**config.mk**
```make
export PLATFORM = sky130hd
export DESIGN_NAME = lsu_ctrl
export DESIGN_NICKNAME = d
export VERILOG_FILES = /design/src/rtl/lsu_pkg.sv /design/src/rtl/lsu_lane_mux.sv /design/src/rtl/lsu_ctrl.sv
export SDC_FILE = /design/constraint.sdc
export NUM_CORES = 1
export LEC_CHECK = 0
export ABC_AREA = 1
export ABC_CLOCK_PERIOD_IN_PS = 4750
export BUFFER_PORTS_ARGS = -buffer_cell sky130_fd_sc_hd__buf_2
export CORE_AREA = 2 2 215 153
export CTS_CLUSTER_SIZE = 16
export DETAILED_ROUTE_END_ITERATION = 6
export DIE_AREA = 0 0 217 155
export GPL_TIMING_DRIVEN = 0
export MAX_ROUTING_LAYER = met4
export PLACE_DENSITY_LB_ADDON = 0.2
export SYNTH_ARGS = -nofsm -noshare
export SYNTH_HDL_FRONTEND = slang
export SYNTH_SLANG_ARGS = --single-unit
```
**constraint.sdc**
```tcl
create_clock -name clk -period 4.75 [get_ports clk]
set_clock_uncertainty 0.05 [all_clocks]
set_input_delay 0.95 -clock clk [delete_from_list [all_inputs] [get_ports clk]]
set_output_delay 0.95 -clock clk [all_outputs]
set_load 0.05 [all_outputs]
```
**src/rtl/lsu_pkg.sv**
```systemverilog
// -----------------------------------------------------------------------------
// lsu_pkg
// Shared definitions for the load/store controller:
//   - lsuOpE     : request operation encodings (LW..SH)
//   - lsuStateE  : controller FSM state encoding
//   - LAT_CNT_W  : width of the read-latency down-counter (latency 0..3)
//   - isMisaligned / alignAddr : alignment helpers used by lsu_ctrl
// -----------------------------------------------------------------------------
package lsu_pkg;

   typedef enum logic [2:0] {
      OP_LW  = 3'd0,
      OP_LB  = 3'd1,
      OP_LBU = 3'd2,
      OP_LH  = 3'd3,
      OP_LHU = 3'd4,
      OP_SW  = 3'd5,
      OP_SB  = 3'd6,
      OP_SH  = 3'd7
   } lsuOpE;

   typedef enum logic [1:0] {
      ST_IDLE  = 2'd0,
      ST_READ  = 2'd1,
      ST_WRITE = 2'd2,
      ST_DONE  = 2'd3
   } lsuStateE;

   localparam int LAT_CNT_W = 2;

   // Word ops need both low bits clear, halfword ops need bit 0 clear.
   function automatic logic isMisaligned(input lsuOpE op, input logic [1:0] off);
      logic bad;
      bad = 1'b0;
      case (op)
         OP_LW, OP_SW:         bad = (off != 2'b00);
         OP_LH, OP_LHU, OP_SH: bad = off[0];
         default:              bad = 1'b0;
      endcase
      return bad;
   endfunction

   // Clears the offending low address bits so the access becomes aligned.
   function automatic logic [31:0] alignAddr(input lsuOpE op, input logic [31:0] addr);
      logic [31:0] a;
      a = addr;
      case (op)
         OP_LW, OP_SW:         a = {addr[31:2], 2'b00};
         OP_LH, OP_LHU, OP_SH: a = {addr[31:1], 1'b0};
         default:              a = addr;
      endcase
      return a;
   endfunction

endpackage

```
**src/rtl/lsu_lane_mux.sv**
```systemverilog
// -----------------------------------------------------------------------------
// lsu_lane_mux
// Combinational lane logic for the load/store controller (little-endian lanes).
// Ports:
//   op        in   operation being executed
//   byteOff   in   byte offset within the word (addr[1:0])
//   memWord   in   word read from memory
//   wdata     in   store data (SB uses [7:0], SH uses [15:0])
//   loadData  out  selected lane, sign- or zero-extended per op
//   mergeWord out  memWord with the addressed byte/halfword lane replaced
// -----------------------------------------------------------------------------
module lsu_lane_mux
   import lsu_pkg::*;
(
   input  lsuOpE       op,
   input  logic [1:0]  byteOff,
   input  logic [31:0] memWord,
   input  logic [31:0] wdata,
   output logic [31:0] loadData,
   output logic [31:0] mergeWord
);

   logic [7:0]  byteSel;
   logic [15:0] halfSel;
   logic [4:0]  byteShift;
   logic [4:0]  halfShift;

   assign byteShift = {byteOff, 3'b000};
   assign halfShift = {byteOff[1], 4'b0000};

   always_comb begin
      byteSel = memWord[byteShift +: 8];
      halfSel = memWord[halfShift +: 16];
      case (op)
         OP_LB:   loadData = {{24{byteSel[7]}}, byteSel};
         OP_LBU:  loadData = {24'd0, byteSel};
         OP_LH:   loadData = {{16{halfSel[15]}}, halfSel};
         OP_LHU:  loadData = {16'd0, halfSel};
         default: loadData = memWord;
      endcase
   end

   always_comb begin
      mergeWord = memWord;
      case (op)
         OP_SB:   mergeWord[byteShift +: 8]  = wdata[7:0];
         OP_SH:   mergeWord[halfShift +: 16] = wdata[15:0];
         default: mergeWord = wdata;
      endcase
   end

endmodule

```
**src/rtl/lsu_ctrl.sv**
```systemverilog
// -----------------------------------------------------------------------------
// lsu_ctrl
// Load/store controller driving a word-only data memory. Accepts one request at
// a time; byte/halfword stores are done as read-modify-write.
// Configuration macro: LSU_ALIGN_CHECK_EN
//   defined   : misaligned requests complete after one cycle with resp_err=1
//               and no memory access
//   undefined : resp_err is always 0; offending low address bits are cleared
// Parameters:
//   ADDR_BITS    word-address width of the memory (index = ALU_MEM_Addr[ADDR_BITS+1:2])
//   READ_LATENCY cycles from address to MEM_DataOut valid (0..3)
// Ports:
//   clk, reset (async, active-high)
//   req_valid/req_ready/req_op/req_addr/req_wdata : request handshake
//   resp_valid/resp_rdata/resp_err                : one-cycle completion
//   Mem_WrEn/ALU_MEM_Addr/MEM_DataIn/MEM_DataOut  : memory interface
// -----------------------------------------------------------------------------
module lsu_ctrl
   import lsu_pkg::*;
#(
   parameter int ADDR_BITS    = 10,
   parameter int READ_LATENCY = 1
)(
   input  logic        clk,
   input  logic        reset,
   input  logic        req_valid,
   output logic        req_ready,
   input  logic [2:0]  req_op,
   input  logic [31:0] req_addr,
   input  logic [31:0] req_wdata,
   output logic        resp_valid,
   output logic [31:0] resp_rdata,
   output logic        resp_err,
   output logic        Mem_WrEn,
   output logic [31:0] ALU_MEM_Addr,
   output logic [31:0] MEM_DataIn,
   input  logic [31:0] MEM_DataOut
);

   if (ADDR_BITS < 1 || ADDR_BITS > 30) begin : gBadAddrBits
      $error("lsu_ctrl: ADDR_BITS must be 1..30");
   end
   if (READ_LATENCY < 0 || READ_LATENCY > 3) begin : gBadLatency
      $error("lsu_ctrl: READ_LATENCY must be 0..3");
   end

   localparam logic [LAT_CNT_W-1:0] LAT_LOAD = LAT_CNT_W'(READ_LATENCY);

   lsuStateE             state;
   logic [LAT_CNT_W-1:0] latCnt;
   lsuOpE                opQ;
   logic [1:0]           offQ;
   logic [31:0]          wdataQ;

   lsuOpE       reqOp;
   logic        misalign;
   logic [31:0] effAddr;
   logic [31:0] loadData;
   logic [31:0] mergeWord;

   assign reqOp = lsuOpE'(req_op);

`ifdef LSU_ALIGN_CHECK_EN
   assign misalign = isMisaligned(reqOp, req_addr[1:0]);
   assign effAddr  = req_addr;
`else
   assign misalign = 1'b0;
   assign effAddr  = alignAddr(reqOp, req_addr);
`endif

   lsu_lane_mux uLaneMux (
      .op        (opQ),
      .byteOff   (offQ),
      .memWord   (MEM_DataOut),
      .wdata     (wdataQ),
      .loadData  (loadData),
      .mergeWord (mergeWord)
   );

   // Request payload: only meaningful after an accept, so no reset needed.
   always_ff @(posedge clk) begin
      if (state == ST_IDLE && req_valid) begin
         opQ    <= reqOp;
         offQ   <= effAddr[1:0];
         wdataQ <= req_wdata;
      end
   end

   // Controller FSM with registered outputs. Mem_WrEn and resp_valid default
   // low every cycle so each is a single-cycle pulse.
   always_ff @(posedge clk or posedge reset) begin
      if (reset) begin
         state        <= ST_IDLE;
         latCnt       <= '0;
         req_ready    <= 1'b1;
         resp_valid   <= 1'b0;
         resp_err     <= 1'b0;
         resp_rdata   <= '0;
         Mem_WrEn     <= 1'b0;
         ALU_MEM_Addr <= '0;
         MEM_DataIn   <= '0;
      end else begin
         resp_valid <= 1'b0;
         Mem_WrEn   <= 1'b0;
         case (state)
            ST_IDLE: begin
               if (req_valid) begin
                  req_ready    <= 1'b0;
                  ALU_MEM_Addr <= {effAddr[31:2], 2'b00};
                  if (misalign) begin
                     state      <= ST_DONE;
                     resp_valid <= 1'b1;
                     resp_err   <= 1'b1;
                     resp_rdata <= '0;
                  end else if (reqOp == OP_SW) begin
                     state      <= ST_WRITE;
                     Mem_WrEn   <= 1'b1;
                     MEM_DataIn <= req_wdata;
                  end else begin
                     state  <= ST_READ;
                     latCnt <= LAT_LOAD;
                  end
               end
            end

            ST_READ: begin
               if (latCnt == '0) begin
                  // Last READ cycle: MEM_DataOut is valid at this edge.
                  if (opQ == OP_SB || opQ == OP_SH) begin
                     state      <= ST_WRITE;
                     Mem_WrEn   <= 1'b1;
                     MEM_DataIn <= mergeWord;
                  end else begin
                     state      <= ST_DONE;
                     resp_valid <= 1'b1;
                     resp_err   <= 1'b0;
                     resp_rdata <= loadData;
                  end
               end else begin
                  latCnt <= latCnt - 1'b1;
               end
            end

            ST_WRITE: begin
               state      <= ST_DONE;
               resp_valid <= 1'b1;
               resp_err   <= 1'b0;
               resp_rdata <= '0;
            end

            default: begin
               state     <= ST_IDLE;
               req_ready <= 1'b1;
            end
         endcase
      end
   end

endmodule

```
==> results of run 1 <==
-- worst max-delay path: stages, from the launching register on --
cell	delay [ps]
edfxtp_1	480
buf_2	220
inv_2	90
buf_2	220
ha_1	210
inv_1	150
buf_1	380
nand4_1	200
nand2_1	120
nand2_1	60
nand2_1	70
nand2_1	70
a21oi_1	170
-- sequential cells by signal (all words and copies together) (netlist names) --
signal,count
ALU_MEM_Addr,30
req_ready,1
latCnt,2
state,2
wdataQ,32
Mem_WrEn,1
MEM_DataIn,32
opQ,3
resp_valid,1
resp_rdata,32
offQ,2
-- power breakdown --
part	total (mW)	switching (mW)	internal, mW
clock network	1.46	0.590	0.869
logic	3.73	2.79	0.938
registers	1.89	0.227	1.67
-- routing by layer --
metal	track usage, %	wire length, microns	vias to the layer above	part of all wire, %
met5	-	0	-	0
met1	25.5	14500	3591	51
met3	4.32	1610	15	5.6
met2	25.1	12200	199	43
li1	-	-	3913	-
met4	3.69	240	0	0.84
-- synthesized netlist by cell type --
| master | instances | area [sq um] |
|---|---|---|
| edfxtp_1 | 37 | 1110 |
| dfrtp_1 | 100 | 2500 |
| nand4_1 | 10 | 62.6 |
| o21a_1 | 1 | 7.51 |
| inv_2 | 4 | 15.0 |
| o2111a_1 | 1 | 11.3 |
| nand2_1 | 487 | 1830 |
| o21ai_1 | 2 | 10.0 |
| nor2_4 | 2 | 22.5 |
| nor3b_1 | 1 | 7.51 |
| conb_1 | 1 | 3.75 |
| nor2_1 | 180 | 676 |
| and3_1 | 1 | 6.26 |
| nand3_2 | 3 | 30.0 |
| ha_1 | 10 | 125 |
| clkinv_1 | 3 | 11.3 |
| buf_1 | 6 | 22.5 |
| buf_4 | 7 | 52.6 |
| a21oi_1 | 34 | 170 |
| a21boi_0 | 1 | 7.51 |
| nand3_1 | 60 | 300 |
| clkbuf_1 | 17 | 63.8 |
| inv_1 | 67 | 251 |
| buf_6 | 6 | 67.6 |
| or2_2 | 1 | 6.26 |
| dfstp_2 | 1 | 26.3 |
| o22ai_1 | 7 | 43.8 |
| nand3_4 | 3 | 52.6 |
| a21oi_4 | 1 | 16.3 |
| buf_2 | 19 | 95.1 |
| o21ai_0 | 33 | 165 |
| nand2_2 | 4 | 25.0 |
| o21ai_2 | 2 | 17.5 |
-- worst paths after layout --
kind,to,start,slack (ps)
max in group asynchronous,req_ready,reset,3390
hold reg to reg,resp_rdata[18],resp_rdata[18],420
setup / recovery,MEM_DataIn[29],offQ[1],2170
min in group asynchronous,resp_rdata[26],reset,520
setup reg to reg,MEM_DataIn[29],offQ[1],2170
hold / removal,resp_rdata[18],resp_rdata[18],420
-- through the flow --
step / worst slack [ps] / utilization [%] / instance area, sq um
floorplan: 1100 / - / 7820
global placement: -475 / 29.4 / 9350
detailed placement: 2250 / 29.6 / 9400
CTS: 2250 / 31.5 / 10000
global route: 1970 / 31.6 / 10000
finish: 2170 / 31.6 / 10000
-- cell type report --
class	instances	area, sq um	area share [%]
sequential	138	3640	36.2
multi-input combinational	847	3600	35.9
timing repair buffer	200	1040	10.3
tap	427	534	5.32
clock buffer	18	450	4.49
buffer	55	303	3.02
inverter	74	280	2.79
clock inverter	14	181	1.81
antenna	5	12.5	0.125
-- kinds of logic (layout without fill, tap and decap cells) --
logic type / Yosys count / in the layout
fa+ha+maj: 10 / 10
flops: 138 / 138
other cells: 1 / 8
buf+inv: 129 / 361
simple gates: 752 / 752
compound gates: 82 / 82
==> results by group, run 1 <==
Placement
  – Placed Cells: approximately 1,700
  – PortBufs: 198
  – Gpl congestion: 0.864
  – Post-DP HPWL: 22,500 microns

Yosys
  – Post-Synth Simple-Gate Area: 38.6%
  – Sequential fraction of the synthesis area: 46.6%
  – YS warnings: 0
  – Unique masters post-synth: 33
  – Cells after synthesis: 1,112
  – Synth Area in Adders: 1.60%
  – Mux contribution to synthesized area: 0%
  – #FFs+latches synth: about 140
  – Post-synthesis xor/xnor area fraction: 0%
  – Cell area after synthesis: 7810 sq um
  – Syn Area/Cell: 7.03 sq um
  – Synth Area in Compound Gates: between 5 and 6%
  – Largest family of logic cells by synthesized area: simple AND/OR/NAND/NOR gates

Setup path
  – Worst Setup Path Type: flop to flop
  – Worst EP required: 5070 ps
  – Reg2reg path depth: 12
  – Startpoint types: flop
  – Crit end category: flop
  – Worst-path fanout max: 12
  – Worst Path Arrival: 2890 ps

Floorplanning
  – Ports: 202
  – Die area: 33,600 sq um
  – Initial Utilization: 24.6%
  – Die Ht: between 150 and 200 microns
  – Row count: 55
  – Die W: 217 microns
  – Core Region: 31,800 sq um

Routing
  – Drc violations: 0
  – Wire per inst: 16.1 microns
  – Drt via density: 4.34
  – Post-route ant nets: 0
  – Via count: 7,718
  – Drt initial violations: roughly 540
  – Pre-Repair DR Iteration Count: 5
  – Drt total wl: 28,600 microns

Pwr
  – Maximum vdd drop: between 0.2 and 0.3 mV
  – Pwr dens: 706 nW/um^2
  – LEAKAGE: between 5 and 6 nW
  – Design Power: a little over 7 mW

Clocking
  – CTS tree: yes
  – Gates resized, CTS repair: 0
  – CTS H-Tree Depth: 4
  – Post-CTS Setup Repair Bufs: 0
  – Hold Buf Count CTS: 0
  – Clock Latency Late Sink: 450 ps
  – CTS Buf Count: 17
  – Root Driver: clkbuf_16
  – CTS sink count: 138
  – Clock transition at path regs: 60 ps
  – Clock tree buffer depth: 2

Timing
  – Final setup viols: 0
  – Final Hold Slack: 420 ps
  – F_max: 0.388 GHz
  – Final hold vios: 0
  – Slew Limit Fails: 0
  – Period minus WS final: 2580 ps
  – RSZ-0062 raised after global routing: false
  – Setup TNS: 0 ps
  – Fin crit share: 54.3%
  – Slew headroom: 57.5%
  – Worst slew pin tran: 637 ps

Global route
  – Total GRT Usage: 17.7%
  – First-pass GRT wire length: 43,400 microns
  – Vias in the first global route: 7,362
  – Initial antenna violation count: 4
  – Largest net degree at the start of global routing: 58
  – Grt ovf: 0

Layout
  – Commonest non-fill, non-tap cell in the layout: nand2_1
  – Most frequent cells in the layout: nand2_1 (487), buf_2 (217), nor2_1 (180), dfrtp_1 (100), inv_1 (66)
  – Post-Layout Cell Count: 1,778
  – Fillers: 3,554
  – Layout Nets: 1,445
  – Layout cell share with drive strength beyond 1: between 20% and 30%
  – Area grow syn2layout: 28.5%

Worst hold path
  – Hold crit path type: flop to flop
  – Worst hold stages: 2

Flow run
  – Max cap viols: 0

Outcome
  – Status: completed
No activity file was read; power rests on OpenSTA's default activity.
==> inputs of run 2 (changes only) <==
--- a/config.mk
+++ b/config.mk
@@ -5,13 +5,13 @@
 export SDC_FILE = /design/constraint.sdc
 export NUM_CORES = 1
 export LEC_CHECK = 0
-export ABC_AREA = 1
-export ABC_CLOCK_PERIOD_IN_PS = 4750
+export ABC_AREA = 0
+export ABC_CLOCK_PERIOD_IN_PS = 2200
 export BUFFER_PORTS_ARGS = -buffer_cell sky130_fd_sc_hd__buf_2
-export CORE_AREA = 2 2 215 153
+export CORE_AREA = 2 2 207 148
 export CTS_CLUSTER_SIZE = 16
 export DETAILED_ROUTE_END_ITERATION = 6
-export DIE_AREA = 0 0 217 155
+export DIE_AREA = 0 0 209 150
 export GPL_TIMING_DRIVEN = 0
 export MAX_ROUTING_LAYER = met4
 export PLACE_DENSITY_LB_ADDON = 0.2
==> constraint.sdc (replaced) <==
create_clock -name clk -period 2.2 [get_ports clk]
set_clock_uncertainty 0.05 [all_clocks]
set_input_delay 0.44 -clock clk [delete_from_list [all_inputs] [get_ports clk]]
set_output_delay 0.44 -clock clk [all_outputs]
set_load 0.05 [all_outputs]
==> results by group, run 2 <==
Outcome
  – Status: completed

Floorplanning
  – Core Region: just under 30,000 sq um
  – Die area: about 31,000 sq um
  – Row count: 53
  – Die W: 209 microns
  – Ports: 202
  – Die Ht: 150 microns
  – Initial Utilization: 24.6%

Timing
  – Worst slew pin tran: 879 ps
  – RSZ-0062 raised after global routing: true
  – Period minus WS final: 2170 ps
  – F_max: 0.461 GHz
  – Final setup viols: 0
  – Final hold vios: 0
  – Slew headroom: approximately 41%
  – Final Hold Slack: 35.4 ps
  – Fin crit share: 98.6%
  – Setup TNS: 0 ps
  – Slew Limit Fails: 0

Placement
  – Post-DP HPWL: roughly 21,000 microns
  – PortBufs: 198
  – Gpl congestion: 0.833

Routing
  – M1 WL: 14,000 microns
  – Drc violations: 0
  – Drt via density: about 5
  – Via count: 6,534
  – Pre-Repair DR Iteration Count: 6
  – Drt total wl: 28,300 microns
  – Met3 wire len: 2450 microns
  – Wire per inst: 21.3 microns
  – Post-route ant nets: 0
  – DR WL met2: 11,500 microns
  – Drt initial violations: 537
  – Top Metal Used: met4

Layout
  – Commonest non-fill, non-tap cell in the layout: buf_2
  – Layout cell share with drive strength beyond 1: 44.2%
  – Final core utilization: 34.2%
  – Layout Nets: a little over 1,000
  – Area grow syn2layout: 38.8%
  – Most frequent cells in the layout: buf_2 (210), dfrtp_1 (99), nor2_1 (69), o21ai_0 (60), mux2_2 (50)
  – Top Registers: MEM_DataIn: 32 flops, resp_rdata: 32 flops, wdataQ: 32 flops

Yosys
  – Cell area after synthesis: 7260 sq um
  – #FFs+latches synth: 138
  – Commonest cells post-synth: dfrtp_1 (100), nor2_1 (71), o21ai_0 (60)
  – Top-area cell type share of the netlist area: 34.4%
  – Number of synthesized flops with an enable pin: 37
  – Area contributors post-synth: dfrtp_1 (34%), edfxtp_1 (15%), mux2_2 (7.8%)
  – Most numerous cell in the Yosys netlist: dfrtp_1
  – Area leader, netlist: dfrtp_1
  – Syn Area/Cell: about 11 sq um
  – Unique masters post-synth: 58
  – YS warnings: 0
  – Cells after synthesis: 674
  – Sequential fraction of the synthesis area: between 50% and 60%
  – Primary FF master, synth: dfrtp_1
  – Async SR Flop Fraction: 73.2%

Clocking
  – Hold Buf Count CTS: 0
  – Clock transition at path regs: approximately 60 ps
  – Clock Latency Late Sink: 440 ps
  – Root Driver: clkbuf_16
  – Clock tree buffer depth: 2
  – CTS Buf Count: 17
  – CTS H-Tree Depth: 4
  – CTS tree: yes
  – CTS sink count: 138

Worst hold path
  – Hold crit path type: input pin to async pin

Pwr
  – Pwr dens: between 1500 and 2000 nW/um^2
  – Maximum vdd drop: 0.761 mV
  – LEAKAGE: ~4.4 nW

Setup path
  – Reg2reg path depth: 9
  – Capture point of the worst reg-to-reg path: MEM_DataIn[4]
  – Startpoint types: flop
  – Worst-path fanout max: 8
  – Crit end category: flop
  – Worst Setup Path Type: flop to flop
  – Reg2reg setup slack: around 32 ps
  – RR Startpoint: offQ[1]
  – Worst Path Arrival: 2490 ps
  – Worst EP required: 2520 ps

Global route
  – First-pass GRT wire length: just over 40,000 microns
  – Grt ovf: 0
  – Vias in the first global route: 6,445
  – Largest net degree at the start of global routing: 39
  – Total GRT Usage: 18.7%
  – Initial antenna violation count: 8

Flow run
  – Max cap viols: 0
## run 2: worst max-delay path by stage
stage	start	to	cells past startpoint
6_report	offQ[1]	MEM_DataIn[4]	9
3_5_place_dp	offQ[1]	MEM_DataIn[0]	8
4_1_cts	offQ[1]	MEM_DataIn[4]	9
2_1_floorplan	offQ[1]	MEM_DataIn[16]	9
3_3_place_gp	state[0]	latCnt[1]	6
5_1_grt	offQ[1]	MEM_DataIn[5]	9
## run 2: power by group
part	internal, mW	leakage, nW	switching [mW]
Clock	2.12	0.335	1.18
Sequential	3.60	1.60	0.512
Combinational	2.82	2.49	5.77
## run 2: metrics by stage
stage               setup slack (ps)  instance area (sq um)  power, mW  std cells
global placement                -520                   8780       11.9       1259
global route                   -55.1                  10100       16.9       1325
detailed placement              -422                   8850       11.9       1262
CTS                            -18.0                   9750       15.8       1304
floorplan                       19.5                   7310       9.76        676
finish                          31.6                  10100       16.0       1326
## run 2: critical path, cell delays in order (launching register included)
cell and delay, ps:
edfxtp_1 460, buf_6 160, buf_12 120, clkinv_8 40, ha_4 210, nor4b_4 230
buf_6 170, o31ai_1 80, a31oi_1 350, mux2_4 220
## run 2: layer usage
metal | track usage (%) | vias up
met5 | - | -
met4 | 4.82 | 0
met3 | 5.92 | 23
met2 | 24.8 | 260
met1 | 27.0 | 3222
li1 | - | 3029
## run 2: logic make-up after synthesis
logic type / share of synthesized area, %
AND/OR/NAND/NOR: 9.84
adder cells (fa/ha/maj): 1.72
other: 0.0516
XOR/XNOR: 0.362
multiplexers: 11.6
buffers and inverters: 5.30
flip-flops: 50.1
AO/OA/AOI/OAI: 21.0
## run 2: final cells by class
class	instances	area, sq um
flip-flops and latches	138	3640
diodes	9	22.5
inverters	26	114
clock buffers	25	561
fillers	3049	19400
repair buffers	228	1300
clock inverters	7	119
well taps	385	482
plain buffers	53	329
multi-input cells	455	3510
## run 2: what timing repair did
item	CTS	global route
endpoints found under the setup margin	33	60
cloned	1	1
pin swaps	13	27
resized for setup	33	54
buffers inserted	12	14
==> inputs of run 3 (changes only) <==
--- a/config.mk
+++ b/config.mk
@@ -6,7 +6,7 @@
 export NUM_CORES = 1
 export LEC_CHECK = 0
 export ABC_AREA = 0
-export ABC_CLOCK_PERIOD_IN_PS = 2200
+export ABC_CLOCK_PERIOD_IN_PS = 1800
 export BUFFER_PORTS_ARGS = -buffer_cell sky130_fd_sc_hd__buf_2
 export CORE_AREA = 2 2 207 148
 export CTS_CLUSTER_SIZE = 16
==> constraint.sdc (replaced) <==
create_clock -name clk -period 1.8 [get_ports clk]
set_clock_uncertainty 0.05 [all_clocks]
set_input_delay 0.36 -clock clk [delete_from_list [all_inputs] [get_ports clk]]
set_output_delay 0.36 -clock clk [all_outputs]
set_load 0.05 [all_outputs]
==> results by group, run 3 (same netlist as run 2, synthesis figures left out) <==
Setup path
  – Worst Path Arrival: 2450 ps
  – Worst-path fanout max: 7
  – Worst Setup Path Type: flop to flop
  – Crit path max-delay cell type: or3b_4
  – Startpoint types: flop
  – Worst EP required: 2080 ps
  – Max incr delay on CP: 480 ps
  – Crit end category: flop
  – CP cell instances: buf_6 > buf_12 > clkinv_8 > ha_4 > or3b_4 > o22ai_2 > a221oi_2 > o31ai_1

Placement
  – Post-place setup slack: -834 ps
  – DP Area: 8910 sq um
  – Post-DP HPWL: 20,900 microns
  – Gpl congestion: between 0.8 and 0.9
  – PortBufs: 198

Layout
  – Layout Nets: 1,043
  – Commonest non-fill, non-tap cell in the layout: buf_2
  – Fillers: 2,957
  – Top Registers: MEM_DataIn: 32 flops, resp_rdata: 32 flops, wdataQ: 32 flops
  – Layout cell share with drive strength beyond 1: 54.0%
  – Area grow syn2layout: 51.4%
  – Most frequent cells in the layout: buf_2 (202), dfrtp_1 (99), nor2_1 (67), mux2_2 (46), o21ai_0 (45)
  – Finished Cell Area: 11,000 sq um

Timing
  – Final setup margin: -367 ps
  – Slew Limit Fails: 0
  – Final hold vios: 0
  – Final Hold Slack: 5.73 ps
  – Setup TNS: -18,350 ps
  – Worst slew pin tran: 758 ps
  – F_max: roughly 0.46 GHz
  – Fin crit share: 120%
  – Period minus WS final: approximately 2200 ps
  – Slew headroom: between 40 and 50%
  – RSZ-0062 raised after global routing: true
  – Final setup viols: 64

Floorplanning
  – Initial Utilization: between 20% and 30%
  – Row count: 53
  – Die W: 209 microns
  – Die area: 31,400 sq um
  – Ports: 202
  – Die Ht: about 150 microns
  – Core Region: 29,500 sq um

Clocking
  – CTS tree: yes
  – Clock transition at path regs: 70 ps
  – Root Driver: clkbuf_16
  – Clock Latency Late Sink: about 430 ps
  – CTS sink count: 138
  – CTS H-Tree Depth: 4
  – Clock tree buffer depth: 2
  – CTS Buf Count: 17

Routing
  – Pre-Repair DR Iteration Count: 4
  – Drt via density: 5.00
  – Wire per inst: 22.0 microns
  – Via count: about 6,700
  – Drt total wl: 29,300 microns
  – Post-route ant nets: 0
  – Drt initial violations: 502
  – Drc violations: 0

Global route
  – Total GRT Usage: 19.1%
  – First-pass GRT wire length: 42,600 microns
  – Grt ovf: 0
  – Largest net degree at the start of global routing: 37
  – Vias in the first global route: 6,627
  – Initial antenna violation count: 1

Outcome
  – Failing checks: negative setup slack
  – Status: complete, but fails checks

Pwr
  – Maximum vdd drop: about 0.93 mV
  – LEAKAGE: between 4 and 5 nW
  – Design Power: between 20 and 25 mW
  – Pwr dens: 1900 nW/um^2

Worst hold path
  – Hold crit path type: input pin to async pin

Flow run
  – Max cap viols: 0
## run 3: metrics by stage
| step | util, % | instances |
|---|---|---|
| 2_1_floorplan | - | 676 |
| 3_3_place_gp | 30.1 | 1259 |
| 3_5_place_dp | 30.2 | 1261 |
| 4_1_cts | 35.3 | 1324 |
| 5_1_grt | 37.3 | 1330 |
| 6_report | 37.3 | 1330 |
## run 3: worst paths after layout
kind | from | to | slack (ps) | cells after the start
min in group clk | req_wdata[7] | wdataQ[7] | 60 | 1
setup / recovery | offQ[1] | MEM_DataIn[20] | -370 | 8
hold / removal | reset | ALU_MEM_Addr[9] | 6 | 2
max in group asynchronous | reset | req_ready | 990 | 3
hold reg to reg | resp_rdata[10] | resp_rdata[10] | 440 | 1
setup reg to reg | offQ[1] | MEM_DataIn[20] | -370 | 8
## run 3: power breakdown
group | total [mW] | internal (mW) | switching [mW]
combinational | 12.1 | 4.40 | 7.73
clock | 3.69 | 2.19 | 1.50
sequential | 5.07 | 4.40 | 0.672
total | 20.9 | 11.0 | 9.90
## run 3: critical path, delay by kind of cell (launching register included)
kind	cells	cell delay [ps]
AO/OA/AOI/OAI	3	490
buffers and inverters	3	300
adder cells (fa/ha/maj)	1	300
AND/OR/NAND/NOR	1	480
flip-flops	1	440
## run 3: layout make-up
type | instances | area (sq um) | area share [%]
sequential | 138 | 3640 | 33.1
timing repair inverter | 1 | 7.51 | 0.0683
buffer | 49 | 427 | 3.88
antenna | 1 | 2.50 | 0.0228
timing repair buffer | 243 | 1490 | 13.5
inverter | 26 | 118 | 1.07
multi-input combinational | 455 | 4230 | 38.5
tap | 385 | 482 | 4.38
clock inverter | 14 | 170 | 1.55
clock buffer | 18 | 429 | 3.90
## run 3: repair_timing
action | 4_1_cts | 5_1_grt
hold buffers | 0 | 0
endpoints found under the setup margin | 134 | 86
pin swaps | 38 | 58
buffers inserted | 30 | 9
cloned | 5 | 1
resized for setup | 147 | 111
## run 3: routing by layer
metal | global-route usage [%] | up-vias | wire length [microns]
li1 | - | 3049 | -
met1 | 26.9 | 3383 | 14400
met2 | 27.3 | 204 | 13100
met3 | 5.10 | 14 | 1700
met4 | 3.71 | 0 | 151
met5 | - | - | 0
